$ cat config.mk
export PLATFORM = sky130hd
export DESIGN_NAME = mlp_load_rx
export DESIGN_NICKNAME = d
export VERILOG_FILES = /design/src/rtl/mlp_pkg.sv /design/src/rtl/mlp_grp_slot.sv /design/src/rtl/mlp_load_rx.sv
export SDC_FILE = /design/constraint.sdc
export NUM_CORES = 1
export LEC_CHECK = 0
export CAP_MARGIN = 5
export CORE_MARGIN = 3
export CORE_UTILIZATION = 58
export DETAILED_ROUTE_END_ITERATION = 10
export GPL_ROUTABILITY_DRIVEN = 1
export PLACE_DENSITY = 0.84
export RECOVER_POWER = 50
export SLEW_MARGIN = 40
export SYNTH_ARGS = -nofsm -noshare
export SYNTH_HDL_FRONTEND = slang
export SYNTH_HIERARCHICAL = 1
export SYNTH_SLANG_ARGS = --single-unit
$ cat constraint.sdc
create_clock -name clk -period 5.5 [get_ports clk]
set_input_delay 0.825 -clock clk [delete_from_list [all_inputs] [get_ports clk]]
set_output_delay 0.825 -clock clk [all_outputs]
set_load 0.05 [all_outputs]
$ cat src/rtl/mlp_pkg.sv
// mlp_pkg: shared types and constants for the MLP accelerator load path.
package mlp_pkg;

  localparam int unsigned LANES         = 16;
  localparam int unsigned DW            = 16;
  localparam int unsigned BEATS_PER_VEC = 8;
  localparam int unsigned CNT_W         = $clog2(BEATS_PER_VEC);
  localparam int unsigned IDX_W         = 4;
  localparam int unsigned LAYER_W       = 3;

  localparam int unsigned ERR_W     = 2;
  localparam int unsigned ERR_OVF   = 0;
  localparam int unsigned ERR_PROTO = 1;

  typedef logic [LANES-1:0][DW-1:0] mlp_vec_t;

  typedef enum logic {
    S_IN,
    S_W
  } mlp_state_e;

  typedef struct packed {
    mlp_vec_t             inp;
    mlp_vec_t             wgt;
    logic [IDX_W-1:0]     idx;
    logic [LAYER_W-1:0]   layer;
  } mlp_grp_t;

  // Write one two-lane beat into lanes 2*slot and 2*slot+1 of a vector.
  function automatic mlp_vec_t put_pair(input mlp_vec_t        v,
                                        input logic [CNT_W-1:0] slot,
                                        input logic [2*DW-1:0]  payload);
    mlp_vec_t r;
    r = v;
    r[{slot, 1'b0}] = payload[DW-1:0];
    r[{slot, 1'b1}] = payload[2*DW-1:DW];
    return r;
  endfunction

endpackage

$ cat src/rtl/mlp_grp_slot.sv
// mlp_grp_slot: single-entry output register for completed groups, with a sticky overflow flag.
module mlp_grp_slot
  import mlp_pkg::*;
(
  input  logic     clk,
  input  logic     rst_n,
  input  logic     load_i,
  input  logic     ready_i,
  input  mlp_grp_t grp_i,
  output logic     valid_o,
  output mlp_grp_t grp_o,
  output logic     ovf_o
);

  logic     valid_q, valid_d;
  logic     ovf_q, ovf_d;
  mlp_grp_t grp_q, grp_d;
  logic     free_c;

  // Load when empty or draining this cycle; otherwise drop the group and flag overflow.
  always_comb begin
    valid_d = valid_q;
    ovf_d   = ovf_q;
    grp_d   = grp_q;
    free_c  = !valid_q || ready_i;
    if (load_i && free_c) begin
      grp_d   = grp_i;
      valid_d = 1'b1;
    end else if (load_i) begin
      ovf_d = 1'b1;
    end else if (valid_q && ready_i) begin
      valid_d = 1'b0;
    end
  end

  always_ff @(posedge clk or negedge rst_n) begin
    if (!rst_n) begin
      valid_q <= 1'b0;
      ovf_q   <= 1'b0;
      grp_q   <= '0;
    end else begin
      valid_q <= valid_d;
      ovf_q   <= ovf_d;
      grp_q   <= grp_d;
    end
  end

  assign valid_o = valid_q;
  assign grp_o   = grp_q;
  assign ovf_o   = ovf_q;

endmodule

$ cat src/rtl/mlp_load_rx.sv
// mlp_load_rx: unpacks host load beats into input-row/weight-column groups for the compute array.
// Define MLP_LOAD_RX_CHECK_EN to enable protocol checks reported on err_o[1].
module mlp_load_rx #(
  parameter int unsigned LANES = mlp_pkg::LANES,
  parameter int unsigned DW    = mlp_pkg::DW
) (
  input  logic                  clk,
  input  logic                  rst_n,
  input  logic                  load_en_i,
  input  logic [2*DW-1:0]       load_payload_i,
  input  logic                  load_type_i,
  input  logic [3:0]            input_load_number,
  input  logic [2:0]            layer_number,
  input  logic [2:0]            weight_number,
  output logic                  grp_valid_o,
  input  logic                  grp_ready_i,
  output logic [LANES*DW-1:0]   grp_input_o,
  output logic [LANES*DW-1:0]   grp_weight_o,
  output logic [3:0]            grp_index_o,
  output logic [2:0]            grp_layer_o,
  output logic [1:0]            err_o
);

  import mlp_pkg::mlp_vec_t;
  import mlp_pkg::mlp_grp_t;
  import mlp_pkg::mlp_state_e;
  import mlp_pkg::S_IN;
  import mlp_pkg::S_W;
  import mlp_pkg::CNT_W;
  import mlp_pkg::BEATS_PER_VEC;
  import mlp_pkg::IDX_W;
  import mlp_pkg::LAYER_W;
  import mlp_pkg::ERR_OVF;
  import mlp_pkg::ERR_PROTO;
  import mlp_pkg::put_pair;

  localparam logic [CNT_W-1:0] LAST_BEAT = CNT_W'(BEATS_PER_VEC - 1);
  localparam logic [CNT_W-1:0] CNT_ONE   = CNT_W'(1);

  mlp_state_e          state_q, state_d;
  logic [CNT_W-1:0]    in_cnt_q, in_cnt_d;
  logic [CNT_W-1:0]    w_cnt_q, w_cnt_d;
  mlp_vec_t            asm_in_q, asm_in_d;
  mlp_vec_t            asm_w_q, asm_w_d;
  logic [IDX_W-1:0]    idx_q, idx_d;
  logic [LAYER_W-1:0]  layer_q, layer_d;
  logic                proto_q, proto_d;
  logic                proto_err_c;
  logic                complete_c;
  mlp_grp_t            grp_cand_c;
  mlp_grp_t            slot_grp;
  logic                slot_ovf;

  // Protocol checks: wrong-type beat, out-of-order weight slot, or index/layer change mid-group.
  always_comb begin
    proto_err_c = 1'b0;
`ifdef MLP_LOAD_RX_CHECK_EN
    if (load_en_i) begin
      if ((state_q == S_IN) != load_type_i) begin
        proto_err_c = 1'b1;
      end
      if ((state_q == S_W) && (weight_number != w_cnt_q)) begin
        proto_err_c = 1'b1;
      end
      if (((state_q == S_W) || (in_cnt_q != '0)) &&
          ((input_load_number != idx_q) || (layer_number != layer_q))) begin
        proto_err_c = 1'b1;
      end
    end
`endif
  end

  // Beat assembly FSM: eight input beats, then eight weight beats complete a group.
  always_comb begin
    state_d    = state_q;
    in_cnt_d   = in_cnt_q;
    w_cnt_d    = w_cnt_q;
    asm_in_d   = asm_in_q;
    asm_w_d    = asm_w_q;
    idx_d      = idx_q;
    layer_d    = layer_q;
    proto_d    = proto_q;
    complete_c = 1'b0;

    if (proto_err_c) begin
      state_d  = S_IN;
      in_cnt_d = '0;
      w_cnt_d  = '0;
      proto_d  = 1'b1;
    end else begin
      case (state_q)
        S_IN: begin
          if (load_en_i && load_type_i) begin
            asm_in_d = put_pair(asm_in_q, in_cnt_q, load_payload_i);
            if (in_cnt_q == '0) begin
              idx_d   = input_load_number;
              layer_d = layer_number;
            end
            if (in_cnt_q == LAST_BEAT) begin
              in_cnt_d = '0;
              state_d  = S_W;
            end else begin
              in_cnt_d = in_cnt_q + CNT_ONE;
            end
          end
        end
        S_W: begin
          if (load_en_i && !load_type_i) begin
            asm_w_d = put_pair(asm_w_q, weight_number, load_payload_i);
            if (w_cnt_q == LAST_BEAT) begin
              w_cnt_d    = '0;
              state_d    = S_IN;
              complete_c = 1'b1;
            end else begin
              w_cnt_d = w_cnt_q + CNT_ONE;
            end
          end
        end
      endcase
    end
  end

  always_ff @(posedge clk or negedge rst_n) begin
    if (!rst_n) begin
      state_q  <= S_IN;
      in_cnt_q <= '0;
      w_cnt_q  <= '0;
      asm_in_q <= '0;
      asm_w_q  <= '0;
      idx_q    <= '0;
      layer_q  <= '0;
      proto_q  <= 1'b0;
    end else begin
      state_q  <= state_d;
      in_cnt_q <= in_cnt_d;
      w_cnt_q  <= w_cnt_d;
      asm_in_q <= asm_in_d;
      asm_w_q  <= asm_w_d;
      idx_q    <= idx_d;
      layer_q  <= layer_d;
      proto_q  <= proto_d;
    end
  end

  // The final weight beat is folded in directly so the group leaves on its completing edge.
  always_comb begin
    grp_cand_c       = '0;
    grp_cand_c.inp   = asm_in_q;
    grp_cand_c.wgt   = asm_w_d;
    grp_cand_c.idx   = idx_q;
    grp_cand_c.layer = layer_q;
  end

  mlp_grp_slot u_slot (
    .clk     (clk),
    .rst_n   (rst_n),
    .load_i  (complete_c),
    .ready_i (grp_ready_i),
    .grp_i   (grp_cand_c),
    .valid_o (grp_valid_o),
    .grp_o   (slot_grp),
    .ovf_o   (slot_ovf)
  );

  assign grp_input_o          = slot_grp.inp;
  assign grp_weight_o         = slot_grp.wgt;
  assign grp_index_o          = slot_grp.idx;
  assign grp_layer_o          = slot_grp.layer;
  assign err_o[ERR_OVF]       = slot_ovf;
  assign err_o[ERR_PROTO]     = proto_q;

endmodule

==> results.toml <==
[outcome]
status = "finished, violations left"
violations = "max-capacitance violations, max-slew violations"

[synthesis]
synthArstFlopShare_pct = 100.0
synthMuxAreaShare_pct = 29.98
post-synth-top-area-cell = "dfrtp_1"
synth_xor_area_share_pct = 0
syn-instance-count = 2287
synth.most_common_cell = "dfrtp_1"
synth_compound_area_share_pct = 0.06326
synth-seq-cells = 1047
synth-edff-count = 0
yosys-top-cells-count = "1047 x dfrtp_1, 1012 x mux2_2, 56 x clkbuf_1"
synthTopCellsByArea = "dfrtp_1 66%, mux2_2 29%, clkbuf_8 1.8%, mux2_4 1.1%, clkbuf_1 0.53%"
synth_adder_area_share_pct = 0.1582
yosys.area.top_type_share_pct = 66.23
yosysSeqAreaShare_pct = 66.23
yosysWarnings = 6
synth_area_um2 = 39560
synth_area_per_cell_um2 = 17.30
synthSimpleGateAreaFrac_pct = 0.6010
syn_nets = 2339
yosys_most_used_dff = "dfrtp_1"
synth_top_family_by_area = "multiplexers"
synth_cell_types = 34

[placement]
numPortBuffers = 567
dp_hpwl_um = 65080
place_area_um2 = 46060
gp_congestion = 0.7905

[sta]
fin_tns_setup_ns = 0
slew_violations = 339
slew_headroom_pct = -65.93
min_period_over_period_pct = 72.04
hold_viol_final = 0
rsz0062_at_grt = "false"
clock_skew_ns = 0.03392
worst_pin_slew_ns = 2.489
finalCriticalPeriod_ns = 3.962
finalSetupViolations = 0
fmax_ghz = 0.2524
holdWs_ns = 0.4803

[route]
wl_per_cell_um = 25.81
drt-total-wl_um = 99380
dr_total_vias = 21840
viasPerCell = 5.670
ant_nets = 0
drc = 0
dr.pass1.iters = 5
drt_iter0_drc = 1287

[critical_path]
critPathMaxFanout = 32
critPathKind = "input pin to flop"
cp-end-kind = "flop"
r2r_end = "u_slot/grp_o[36]"
slowest_delay_ns = 1.42
critical_path.startpoint_type = "input pin"
cp_common_cell = "mux2_2"
slowest_stage = "nand3_1"
reg2regPathDepth = 4
r2r_setup_slack_ns = 1.72
startpoint = "weight_number[0]"
worstPathArrival_ns = 4.48
r2r-start = "state_q"
required_ns = 6.02
path_cells = "dlygate4sd3_1 > nor2b_1 > nand3_1 > mux2_2 > mux2_2"

[grt]
grt_max_degree = 155
grt_pass1_wl_um = 149700
grt_antenna_before_repair = 7
grt.total_usage_pct = 27.95
overflow = 0
first_global_vias = 24170

[cells_and_area]
fin_nets = 2940
layout-drive-gt1-share_pct = 41.31
post-route-util_pct = 73.34
area.growth.synth_to_final_pct = 24.95
final_area_um2 = 49430

[floorplan]
rows = 95
core_area_um2 = 67400
ios = 569
start_util_pct = 58.69
dieArea_um2 = 71370
fp.dieH_um = 267.2
die_width_um = 267.2

[hold_path]
hold_path_end = "asm_w_q[210]"
min_path_type = "flop to flop"
min_from = "asm_w_q[210]"
holdPathStages = 1

[job]
drv_cap = 9

[clock_network]
cts_tree = "done"
h-tree-depth = 3
clock_insertion_delay_worst_skew_ns = 0.65
root_buffer = "clkbuf_16"
cts_resized = 0
clock_sinks = 1047
cts_buffers = 102
cts_buffer_depth = 3
clkTransAtPathRegs_ns = 0.06

[power_and_ir_drop]
power.total_w = 0.01849
power-per-cell-area_nw_per_um2 = 374.0
p_leak_nw = 24.41
max-vdd-ir-drop_mv = 0.3609
==> sequential cells by signal (all words and copies together), names as in the netlist <==
register / cells
asm_in_q: 256
asm_w_q: 256
idx_q: 4
in_cnt_q: 3
layer_q: 3
state_q: 1
u_slot/grp_o: 519
u_slot/ovf_o: 1
u_slot/valid_o: 1
w_cnt_q: 3
==> worst max path at each step <==
stage	endpoint	slack, ns
2_1_floorplan	u_slot/grp_o[201]	2.87
4_1_cts	u_slot/grp_o[104]	2.26
6_report	u_slot/grp_o[36]	1.54
3_3_place_gp	u_slot/grp_o[124]	1.66
5_1_grt	u_slot/grp_o[18]	1.29
3_5_place_dp	u_slot/grp_o[104]	1.57
==> routing by layer <==
metal | GRT usage, % | vias to the layer above | routed length (um)
met5 | 0 | - | 0
met4 | 11.16 | 0 | 3980
met3 | 5.301 | 185 | 5741
met2 | 46.54 | 669 | 48960
met1 | 36.66 | 11720 | 40690
li1 | - | 9263 | -
==> area by class of cell <==
type                    instances  area (um2)
flip-flops and latches       1047       26200
fillers                      3872       17970
multi-input cells            1093       12260
repair buffers                641        6299
clock buffers                 143        2947
well taps                     873        1092
clock inverters                43       596.8
diodes                          8       20.02
inverters                       3       11.26
==> cell usage in the layout, fill, tap and decap left out, types with 4 or more instances in the layout <==
cell             synthesis  routed
buf_16                   0       4
clkbuf_1                56      41
clkbuf_8                51      24
bufinv_16                0      12
buf_4                    2      33
dlygate4sd3_1            0       4
buf_12                   0      10
dfrtp_1               1047    1047
mux2_1                   1      57
nor2_1                   9       8
mux2_2                1012     956
buf_2                   11      10
ha_1                     5       5
clkdlybuf4s50_1          0     553
clkbuf_16                0     102
diode_2                  0       8
mux2_4                  30      30
clkinv_2                 0      21
nand2_1                  8       6
==> where the power goes <==
group / total [W] / internal, W / leakage [nW] / switching (W)
clock: 0.00724 / 0.00431 / 1.75 / 0.00293
combinational: 0.00184 / 0.00107 / 8.47 / 0.000769
sequential: 0.00941 / 0.00883 / 14.2 / 0.000578
total: 0.0185 / 0.0142 / 24.4 / 0.00428
==> worst max-delay path: cells and delay by family <==
family,cells,cell delay (ns)
buf+inv,1,0.66
simple gates,2,1.84
mux,2,1.13
==> kinds of logic after synthesis <==
logic type / count (synthesis)
AND/OR/NAND/NOR: 40
adder cells (fa/ha/maj): 5
other: 1
multiplexers: 1043
flip-flops: 1047
buffers and inverters: 147
AO/OA/AOI/OAI: 4
==> through the flow <==
step / cells / setup slack, ns
floorplan: 2287 / 2.866
global placement: 3644 / 1.658
detailed placement: 3655 / 1.572
CTS: 3842 / 2.260
global route: 3843 / 1.291
finish: 3851 / 1.538
==> timing repair <==
action / CTS / global route
endpoints found under the hold margin: 14 / 0
setup buffers: 0 / 0
hold buffers: 1 / 0
(Power assumes the default switching activity.)
